`src/rtl/clk_div_pkg.sv`:
```
// rtl/clk_div_pkg.sv - shared state type and ratio helpers for the clock divider and its monitor.
package clk_div_pkg;

    typedef enum logic [1:0] {
        IDLE    = 2'd0,
        ACQUIRE = 2'd1,
        LOCKED  = 2'd2,
        STALL   = 2'd3
    } mon_state_e;

    // Expected clk_in cycles per divided-clock phase.
    function automatic int half_period(input int divisor);
        return divisor / 2;
    endfunction

    function automatic bit divisor_ok(input int divisor);
        return (divisor >= 2) && ((divisor % 2) == 0);
    endfunction

endpackage

```
`src/rtl/clk_div_monitor_edge_detect.sv`:
```
// rtl/clk_div_monitor_edge_detect.sv - samples the divided clock and produces edge detects and registered strobes.
// CLK_DIV_MONITOR_SYNC_EN inserts a 2-flop synchronizer ahead of the sampling flop.
module clk_div_monitor_edge_detect (
    input  logic clk_in,
    input  logic rst_n,
    input  logic clk_div,
    output logic edge_det,
    output logic rise_det,
    output logic rise_stb,
    output logic fall_stb
);

    logic sample;
    logic d_q;
    logic primed;

`ifdef CLK_DIV_MONITOR_SYNC_EN
    logic [1:0] sync_q;

    always_ff @(posedge clk_in or negedge rst_n) begin
        if (!rst_n) begin
            sync_q <= 2'b00;
        end else begin
            sync_q <= {sync_q[0], clk_div};
        end
    end

    assign sample = sync_q[1];
`else
    assign sample = clk_div;
`endif

    // d_q resets low, so the first post-reset cycle is masked to avoid a false rise.
    assign edge_det = primed && (sample != d_q);
    assign rise_det = edge_det && sample;

    always_ff @(posedge clk_in or negedge rst_n) begin
        if (!rst_n) begin
            d_q      <= 1'b0;
            primed   <= 1'b0;
            rise_stb <= 1'b0;
            fall_stb <= 1'b0;
        end else begin
            d_q      <= sample;
            primed   <= 1'b1;
            rise_stb <= rise_det;
            fall_stb <= edge_det && !sample;
        end
    end

endmodule

```
`src/rtl/clk_div_monitor.sv`:
```
// rtl/clk_div_monitor.sv - edge strobes, tick counter, half-period check and lock/stall FSM for a divided clock.
// Optional CLK_DIV_MONITOR_SYNC_EN synchronizes clk_div before sampling (see edge_detect).
module clk_div_monitor
    import clk_div_pkg::*;
#(
    parameter int DIVISOR    = 4,
    parameter int CNT_W      = 16,
    parameter int LOCK_EDGES = 4,
    parameter int TIMEOUT    = 64
) (
    input  logic             clk_in,
    input  logic             rst_n,
    input  logic             clk_div,
    input  logic             cnt_clr,
    input  logic             err_clr,
    output logic             rise_stb,
    output logic             fall_stb,
    output logic [CNT_W-1:0] tick_count,
    output logic             period_err,
    output logic             locked,
    output logic             stalled
);

    localparam int HP_W   = $clog2(TIMEOUT + 1);
    localparam int GOOD_W = $clog2(LOCK_EDGES + 1);

    localparam logic [HP_W-1:0]   HP_MAX    = HP_W'(TIMEOUT);
    localparam logic [HP_W:0]     HP_EXPECT = (HP_W + 1)'(half_period(DIVISOR));
    localparam logic [GOOD_W-1:0] GOOD_LAST = GOOD_W'(LOCK_EDGES - 1);

    if (!divisor_ok(DIVISOR)) begin : g_chk_divisor
        $fatal(1, "clk_div_monitor: DIVISOR must be even and >= 2");
    end
    if (LOCK_EDGES < 1) begin : g_chk_lock
        $fatal(1, "clk_div_monitor: LOCK_EDGES must be >= 1");
    end
    if (TIMEOUT <= half_period(DIVISOR)) begin : g_chk_timeout
        $fatal(1, "clk_div_monitor: TIMEOUT must exceed DIVISOR/2");
    end

    logic edge_det;
    logic rise_det;

    clk_div_monitor_edge_detect u_edge (
        .clk_in   (clk_in),
        .rst_n    (rst_n),
        .clk_div  (clk_div),
        .edge_det (edge_det),
        .rise_det (rise_det),
        .rise_stb (rise_stb),
        .fall_stb (fall_stb)
    );

    mon_state_e        state;
    mon_state_e        state_nxt;
    logic [HP_W-1:0]   hp_cnt;
    logic [GOOD_W-1:0] good_cnt;
    logic [GOOD_W-1:0] good_nxt;
    logic              period_ok;
    logic              timeout;
    logic              err_set;

    // hp_cnt holds cycles since the last edge, so the phase just ended is hp_cnt+1 long.
    assign period_ok = (({1'b0, hp_cnt} + (HP_W + 1)'(1)) == HP_EXPECT);
    assign timeout   = (hp_cnt == HP_MAX);

    always_comb begin
        state_nxt = state;
        good_nxt  = good_cnt;
        err_set   = 1'b0;
        case (state)
            IDLE: begin
                if (edge_det) begin
                    state_nxt = ACQUIRE;
                    good_nxt  = '0;
                end else if (timeout) begin
                    state_nxt = STALL;
                end
            end
            ACQUIRE: begin
                if (edge_det) begin
                    if (period_ok) begin
                        if (good_cnt == GOOD_LAST) begin
                            state_nxt = LOCKED;
                            good_nxt  = '0;
                        end else begin
                            good_nxt = good_cnt + GOOD_W'(1);
                        end
                    end else begin
                        good_nxt = '0;
                        err_set  = 1'b1;
                    end
                end else if (timeout) begin
                    state_nxt = STALL;
                end
            end
            LOCKED: begin
                if (edge_det) begin
                    if (!period_ok) begin
                        state_nxt = ACQUIRE;
                        good_nxt  = '0;
                        err_set   = 1'b1;
                    end
                end else if (timeout) begin
                    state_nxt = STALL;
                end
            end
            STALL: begin
                if (edge_det) begin
                    state_nxt = ACQUIRE;
                    good_nxt  = '0;
                end
            end
            default: begin
                state_nxt = IDLE;
                good_nxt  = '0;
            end
        endcase
    end

    always_ff @(posedge clk_in or negedge rst_n) begin
        if (!rst_n) begin
            state    <= IDLE;
            good_cnt <= '0;
            locked   <= 1'b0;
            stalled  <= 1'b0;
        end else begin
            state    <= state_nxt;
            good_cnt <= good_nxt;
            locked   <= (state_nxt == LOCKED);
            stalled  <= (state_nxt == STALL);
        end
    end

    always_ff @(posedge clk_in or negedge rst_n) begin
        if (!rst_n) begin
            hp_cnt <= '0;
        end else if (edge_det) begin
            hp_cnt <= '0;
        end else if (!timeout) begin
            hp_cnt <= hp_cnt + HP_W'(1);
        end
    end

    // A clear coincident with a rise counts that rise.
    always_ff @(posedge clk_in or negedge rst_n) begin
        if (!rst_n) begin
            tick_count <= '0;
        end else if (cnt_clr) begin
            tick_count <= CNT_W'(rise_det);
        end else if (rise_det) begin
            tick_count <= tick_count + CNT_W'(1);
        end
    end

    // A new mismatch outranks err_clr in the same cycle.
    always_ff @(posedge clk_in or negedge rst_n) begin
        if (!rst_n) begin
            period_err <= 1'b0;
        end else begin
            period_err <= (period_err && !err_clr) || err_set;
        end
    end

endmodule
```
`config.mk`:
```
export PLATFORM = sky130hd
export DESIGN_NAME = clk_div_monitor
export DESIGN_NICKNAME = d
export VERILOG_FILES = /design/src/rtl/clk_div_pkg.sv /design/src/rtl/clk_div_monitor_edge_detect.sv /design/src/rtl/clk_div_monitor.sv
export SDC_FILE = /design/constraint.sdc
export NUM_CORES = 1
export LEC_CHECK = 0
export CAP_MARGIN = 5
export CELL_PAD_IN_SITES_DETAIL_PLACEMENT = 0
export CELL_PAD_IN_SITES_GLOBAL_PLACEMENT = 1
export CORE_UTILIZATION = 44
export DETAILED_ROUTE_END_ITERATION = 10
export GPL_TIMING_DRIVEN = 1
export PLACE_DENSITY_LB_ADDON = 0.15
export SYNTH_ARGS = -nofsm -noshare
export SYNTH_HDL_FRONTEND = slang
export SYNTH_SLANG_ARGS = --single-unit
```
`constraint.sdc`:
```
create_clock -name clk_in -period 5.54 [get_ports clk_in]
set_input_delay 1.385 -clock clk_in [delete_from_list [all_inputs] [get_ports clk_in]]
set_output_delay 1.385 -clock clk_in [all_outputs]
set_load 0.02 [all_outputs]
```
# [Yosys cells after proc, flatten, opt, wreduce, memory -nomap -nowiden]
# Cells that the tools add are included.
[totals] regBits=35 wordCells=64 input_bits=5 out_inout_bits=21
[op_classes] eq_ne=14 n_reduce_logical=12 muxes=23 n_addsub=4
[ops] op="$mux W16" count=2
[ops] op="$mux W3" count=6
[ops] op="$add A16 B1 Y16 const B" count=1
[ops] op="$mux W2" count=8
[ops] op="$mux W7" count=2
[ops] op="$pmux W3 S3" count=1
[ops] op="$add A7 B1 Y8 const B" count=1
[ops] op="$eq A2 B2 Y1 const B" count=4
[ops] op="$eq A8 B2 Y1 const B" count=1
[ops] op="$ne A2 B1 Y1 const B" count=4
[ops] op="$pmux W2 S4" count=1
[ops] op="$add A7 B1 Y7 const B" count=1
[ops] op="$eq A7 B7 Y1 const B" count=1
[ops] op="$logic_and A1 B1 Y1" count=4
[ops] op="$reduce_and A4 Y1" count=1
[ops] op="$reduce_or A2 Y1" count=2
[ops] op="$add A3 B1 Y3 const B" count=1
[ops] op="$eq A3 B2 Y1 const B" count=1
[ops] op="$mux W1" count=3
[ops] op="$eq A2 B1 Y1 const B" count=1
[ops] op="$logic_not A1 Y1" count=2
[ops] op="$logic_not A2 Y1" count=1
[ops] op="$ne A2 B2 Y1 const B" count=1
[ops] op="$reduce_bool A2 Y1" count=1
[ops] op="2 further kinds" count=2

# [Logic depth before layout (Yosys ltp)]
[depth] ltp_word=6 depth_mapped=8

# [Hierarchy]
# A second synthesis with hierarchy kept.
[unflattened] hier_cells=202 hier_area_um2=1936.9
[by_module_without_submodules] module="clk_div_monitor" seq_area_each_um2=775.7 area_per_inst_um2=1800.5 n_inst=1 cells_per_inst=192
[by_module_without_submodules] module="clk_div_monitor_edge_detect" seq_area_each_um2=100.1 area_per_inst_um2=136.4 n_inst=1 cells_per_inst=10

# [Least setup slack after synthesis]
# Ideal clock, no wire load.
[synth_path] kind="input port to flip-flop" from="input port clk_div" to="register locked" path_slack_ps=2950 setup_time_ps=126 required_ps=5414 cell_stages=7 arrival_ps=2463 path_cell_list="xor2_1 -> and2_1 -> clkbuf_1 -> o21ai_0 -> a21oi_1 -> a22o_1 -> nor2_1"
[synth_between] elab_chain_cells=5 word_cells_on_any_way=8
[synth_rtl] item="start: declaration" line_no="clk_div_monitor.sv:13" text="input logic clk_div,"
[synth_rtl] item="$ne A1 B1 Y1 *" line_no="clk_div_monitor_edge_detect.sv:34" text="assign edge_det = primed && (sample != d_q);"
[synth_rtl] item="$logic_and A1 B1 Y1 *" line_no="clk_div_monitor_edge_detect.sv:34"
[synth_rtl] item="$mux W2, on equally long branches"
[synth_rtl] item="$pmux W2 S4 *" line_no="clk_div_monitor.sv:71" text="case (state)"
[synth_rtl] item="$eq A2 B2 Y1 *" line_no="clk_div_monitor.sv:130" text="locked <= (state_nxt == LOCKED);"
[synth_rtl] item="end signal: assignment" line_no="clk_div_monitor.sv:130"
[synth_rtl] item="end: declaration" line_no="clk_div_monitor.sv:20" text="output logic locked,"
# Every way passes the cells marked *; elsewhere a longest branch is shown, timed or not.
# A chain may end at the register's enable or synchronous reset.

# [Final worst setup path]
[layout_path] from="input port clk_div" to="register tick_count[12]"
[layout_between] elab_chain_cells=4
[layout_rtl] item="$ne A1 B1 Y1" line_no="clk_div_monitor_edge_detect.sv:34"
[layout_rtl] item="$logic_and A1 B1 Y1" line_no="clk_div_monitor_edge_detect.sv:34"
[layout_rtl] item="$logic_and A1 B1 Y1 *" line_no="clk_div_monitor_edge_detect.sv:35" text="assign rise_det = edge_det && sample;"
[layout_rtl] item="$reduce_bool A2 Y1 (no source line) *"
[layout_rtl] item="end signal: assignment" line_no="clk_div_monitor.sv:150" text="tick_count <= CNT_W'(rise_det);"
[layout_rtl] item="end signal: assignment" line_no="clk_div_monitor.sv:152" text="tick_count <= tick_count + CNT_W'(1);"
[layout_rtl] item="end: declaration" line_no="clk_div_monitor.sv:18" text="output logic [CNT_W-1:0] tick_count,"
# Marked as above.

==> run summary <==
The detail-routed via count per cell is 5.19. Clock-pin slew was measured on the worst setup and hold paths at 80 ps. The worst slew slack as a fraction of its limit came out at 61.0%. TritonCTS built the clock tree.

The cell row count is 22. The fmax is 0.325 GHz. Entering global routing, the biggest net connects 36 pins. The HPWL after detailed placement came out at 2540 um. The required time at the endpoint of the critical path is 5690 ps. The count of pins over their slew limit is 0. The I/O pin count is 26.

The worst-case hold slack is 513 ps. The global-route congestion overflow total came out at 0. The final-report setup violation count is 0.

Buffers inserted during clock tree synthesis total 5. The net count reported at finish is 231. The startpoint identified for the worst register-to-register timing path is hp_cnt[0]. Global routing used 18.8% of the available tracks across all layers.

For the final routed database, the setup TNS stands at 0 ps. The initial core utilization came out at 47.6%. The library cell with the largest summed area after synthesis is sky130_fd_sc_hd__dfrtp_1. The smallest clock period supported by the final layout is computed as 3070 ps. The number of setup buffers added after CTS is 0.

The number of nets in the synthesized netlist is 202. The netlist area before placement came out at 1810 um^2. STA classifies the critical path startpoint as a primary input. The number of optimization iterations in the first detailed-route pass is 6. The category of the worst setup path capture point is a flop. The global-route wire length before repair is 6110 um. The number of sinks handled by clock tree synthesis is 35. For the worst setup path, the data arrival time is 3230 ps.

By instance count, the leading cell after synthesis is sky130_fd_sc_hd__dfrtp_1. The DRC violation total after the first TritonRoute iteration came out at 74. Traced cell by cell, the critical path runs through clkdlybuf4s50_1 > and3b_1 > nand4_1 > nor2_1 > nand4_1 > xor2_1 > nor2_1. After synthesis, the mean cell area works out to 9.62 um^2.

In this run the most critical hold path is launched from good_cnt[0]. In this run the worst setup path begins at clk_div. The largest driver fanout on the critical path is 9. Broken down by cell family, the worst path's largest delay share belongs to simple AND/OR/NAND/NOR gates. The die is 66.1 um wide. The residual DRC count is 0. The congestion estimate from routability-driven global placement came to 0.767. The height of the die came out at 66.1 um. The clock reaches the later pin of the worst-skew pair after 290 ps. The critical path in this run is classified as primary input to flop. The share of the yosys chip area belonging to registers came out at 48.4%. The number of standard cells after synthesis is 188. In this run the power density over the cells is 348 nW/um^2. The number of buffers and inverters on the critical path came out at 1.

The class of the tightest hold or removal check is flop to flop. The worst supply voltage drop on vdd came out at 0.000211 V. On the worst path, the slowest cell contributes a delay of 540 ps. The actual slew at the worst max-slew pin is 583 ps. The number of antenna diodes in the final layout is 0.

The final worst-path cycle share came out at 55.5%. The prevailing post-synth register cell is sky130_fd_sc_hd__dfrtp_1. The number of global-route vias before repair is 1445. Summed over all cells, the static leakage comes to 0.998 nW. The commonest cells after synthesis are 35 x sky130_fd_sc_hd__dfrtp_1, 30 x sky130_fd_sc_hd__nor2_1, 14 x sky130_fd_sc_hd__nand2_1.

Yosys attributes the largest share of cell area to sky130_fd_sc_hd__dfrtp_1 48%, sky130_fd_sc_hd__xor2_1 6.3%, sky130_fd_sc_hd__ha_1 6.2%. The number of H-tree levels is 2. The number of hold-repair buffers added at the cts stage came out at 0. The wire length per cell came out at 13.1 um. The run finished with clean final reports. The total via count in the routed design came out at 1381.

The remaining number of nets flagged by the antenna check after routing came out at 0. The count of state elements after synthesis is 35. The count of flip-flops with a built-in enable after synthesis is 0. The clock arrives with 4.55 ps of skew.

The count of warnings emitted by yosys came out at 0. The post-CTS resize count is 0. The area inside the core boundary is 3800 um^2. The number of violations of the max-capacitance limit is 0. The share of flip-flops with an asynchronous set or reset after synthesis came out at 100%. Counting along the longest clock path gives a buffer depth of 2. The area growth from synthesis to final layout came out at 22.9%. The count of input and output buffers came out at 25. For this block, the routed nets add up to 3490 um of wire. The top cell type by area accounts for 48.4% of the synthesized area.

The number of antenna violations at the first check in global routing came out at 0. Setup repair after global routing left no endpoint under its margin. The clock tree root buffer cell is sky130_fd_sc_hd__clkbuf_8. The cell type of the slowest stage on the worst timing path is sky130_fd_sc_hd__clkdlybuf4s50_1. The die covers 4370 um^2. The number of hold-slack violations in the final timing report was 0. The count of different cell masters after synthesis is 38. The fraction of layout instances using a drive strength above 1 came out at 5.96%.
-- path summary, 6_finish.rpt --
| check | cells after the start | to | slack, ps |
|---|---|---|---|
| max | 7 | tick_count[12] | 2470 |
| min | 1 | good_cnt[0] | 510 |
| max reg2reg | 7 | stalled | 3370 |
| min reg2reg | 1 | good_cnt[0] | 510 |
| max in group asynchronous | 2 | hp_cnt[3] | 3720 |
| min in group asynchronous | 2 | tick_count[5] | 1500 |
-- state kept, by name, summed over array words and instances, names as in the netlist, 2 cells and up --
| register | flops |
|---|---|
| state | 2 |
| good_cnt | 3 |
| hp_cnt | 7 |
| tick_count | 16 |
-- cell usage in the layout, fill, tap and decap left out, drive strengths merged, types with 2 or more instances in the layout --
cell type,count
dfrtp,35
nor2,30
clkdlybuf4s50,25
nand2,14
xor2,13
o21ai,12
inv,9
ha,9
a21oi,7
nand3,7
xnor2,7
clkbuf,5
or3,4
nand4,4
and3,4
nand2b,3
nor3,3
and2,2
a21boi,2
and3b,2
nor2b,2
or2,2
clkinv,2
-- cell type report --
class	instances	area, um^2
fill	331	1580
sequential	35	876
timing repair buffer	26	258
multi-input combinational	140	883
clock buffer	5	68.8
inverter	9	33.8
tap	48	60.1
clock inverter	3	43.8
-- power breakdown --
| part | switching (W) | internal (W) | total [W] |
|---|---|---|---|
| logic | 0.000124 | 0.0000950 | 0.000219 |
| clock network | 0.0000968 | 0.000134 | 0.000231 |
| registers | 0.0000369 | 0.000287 | 0.000324 |
-- worst register-to-register path, cell delays in order, from the launching register on --
cell	delay, ps
sky130_fd_sc_hd__dfrtp_1	470
sky130_fd_sc_hd__ha_1	280
sky130_fd_sc_hd__and3_4	230
sky130_fd_sc_hd__and3_1	170
sky130_fd_sc_hd__o221ai_2	180
sky130_fd_sc_hd__or3_1	430
sky130_fd_sc_hd__a22o_1	250
sky130_fd_sc_hd__nor2b_1	110
-- cells by family after synthesis --
group / after synthesis / synth area share [%]
adder cells (fa/ha/maj): 9 / 6.22
flip-flops: 35 / 48.4
AND/OR/NAND/NOR: 81 / 22.5
AO/OA/AOI/OAI: 28 / 9.61
other: 1 / 0.207
XOR/XNOR: 20 / 9.68
buffers and inverters: 13 / 2.77
multiplexers: 1 / 0.553
-- routing by layer --
metal / track usage [%] / routed length, um / vias up
met5: 0 / 0 / -
met4: 9.57 / 52 / 0
met3: 4.31 / 142 / 5
met2: 32.3 / 1710 / 31
met1: 21.7 / 1580 / 657
li1: - / - / 688
-- per-stage QoR --
| stage | area [um^2] | worst slack [ps] | std cells | util (%) | power [W] |
|---|---|---|---|---|---|
| 2_1_floorplan | 1810 | 2950 | 188 | - | 0.000480 |
| 3_3_place_gp | 2110 | 2220 | 258 | 55.6 | 0.000541 |
| 3_5_place_dp | 2110 | 2150 | 258 | 55.6 | 0.000549 |
| 4_1_cts | 2220 | 2470 | 266 | 58.5 | 0.000784 |
| 5_1_grt | 2220 | 2300 | 266 | 58.5 | 0.000825 |
| 6_report | 2220 | 2470 | 266 | 58.5 | 0.000774 |
No activity file was read; power rests on OpenSTA's default activity.
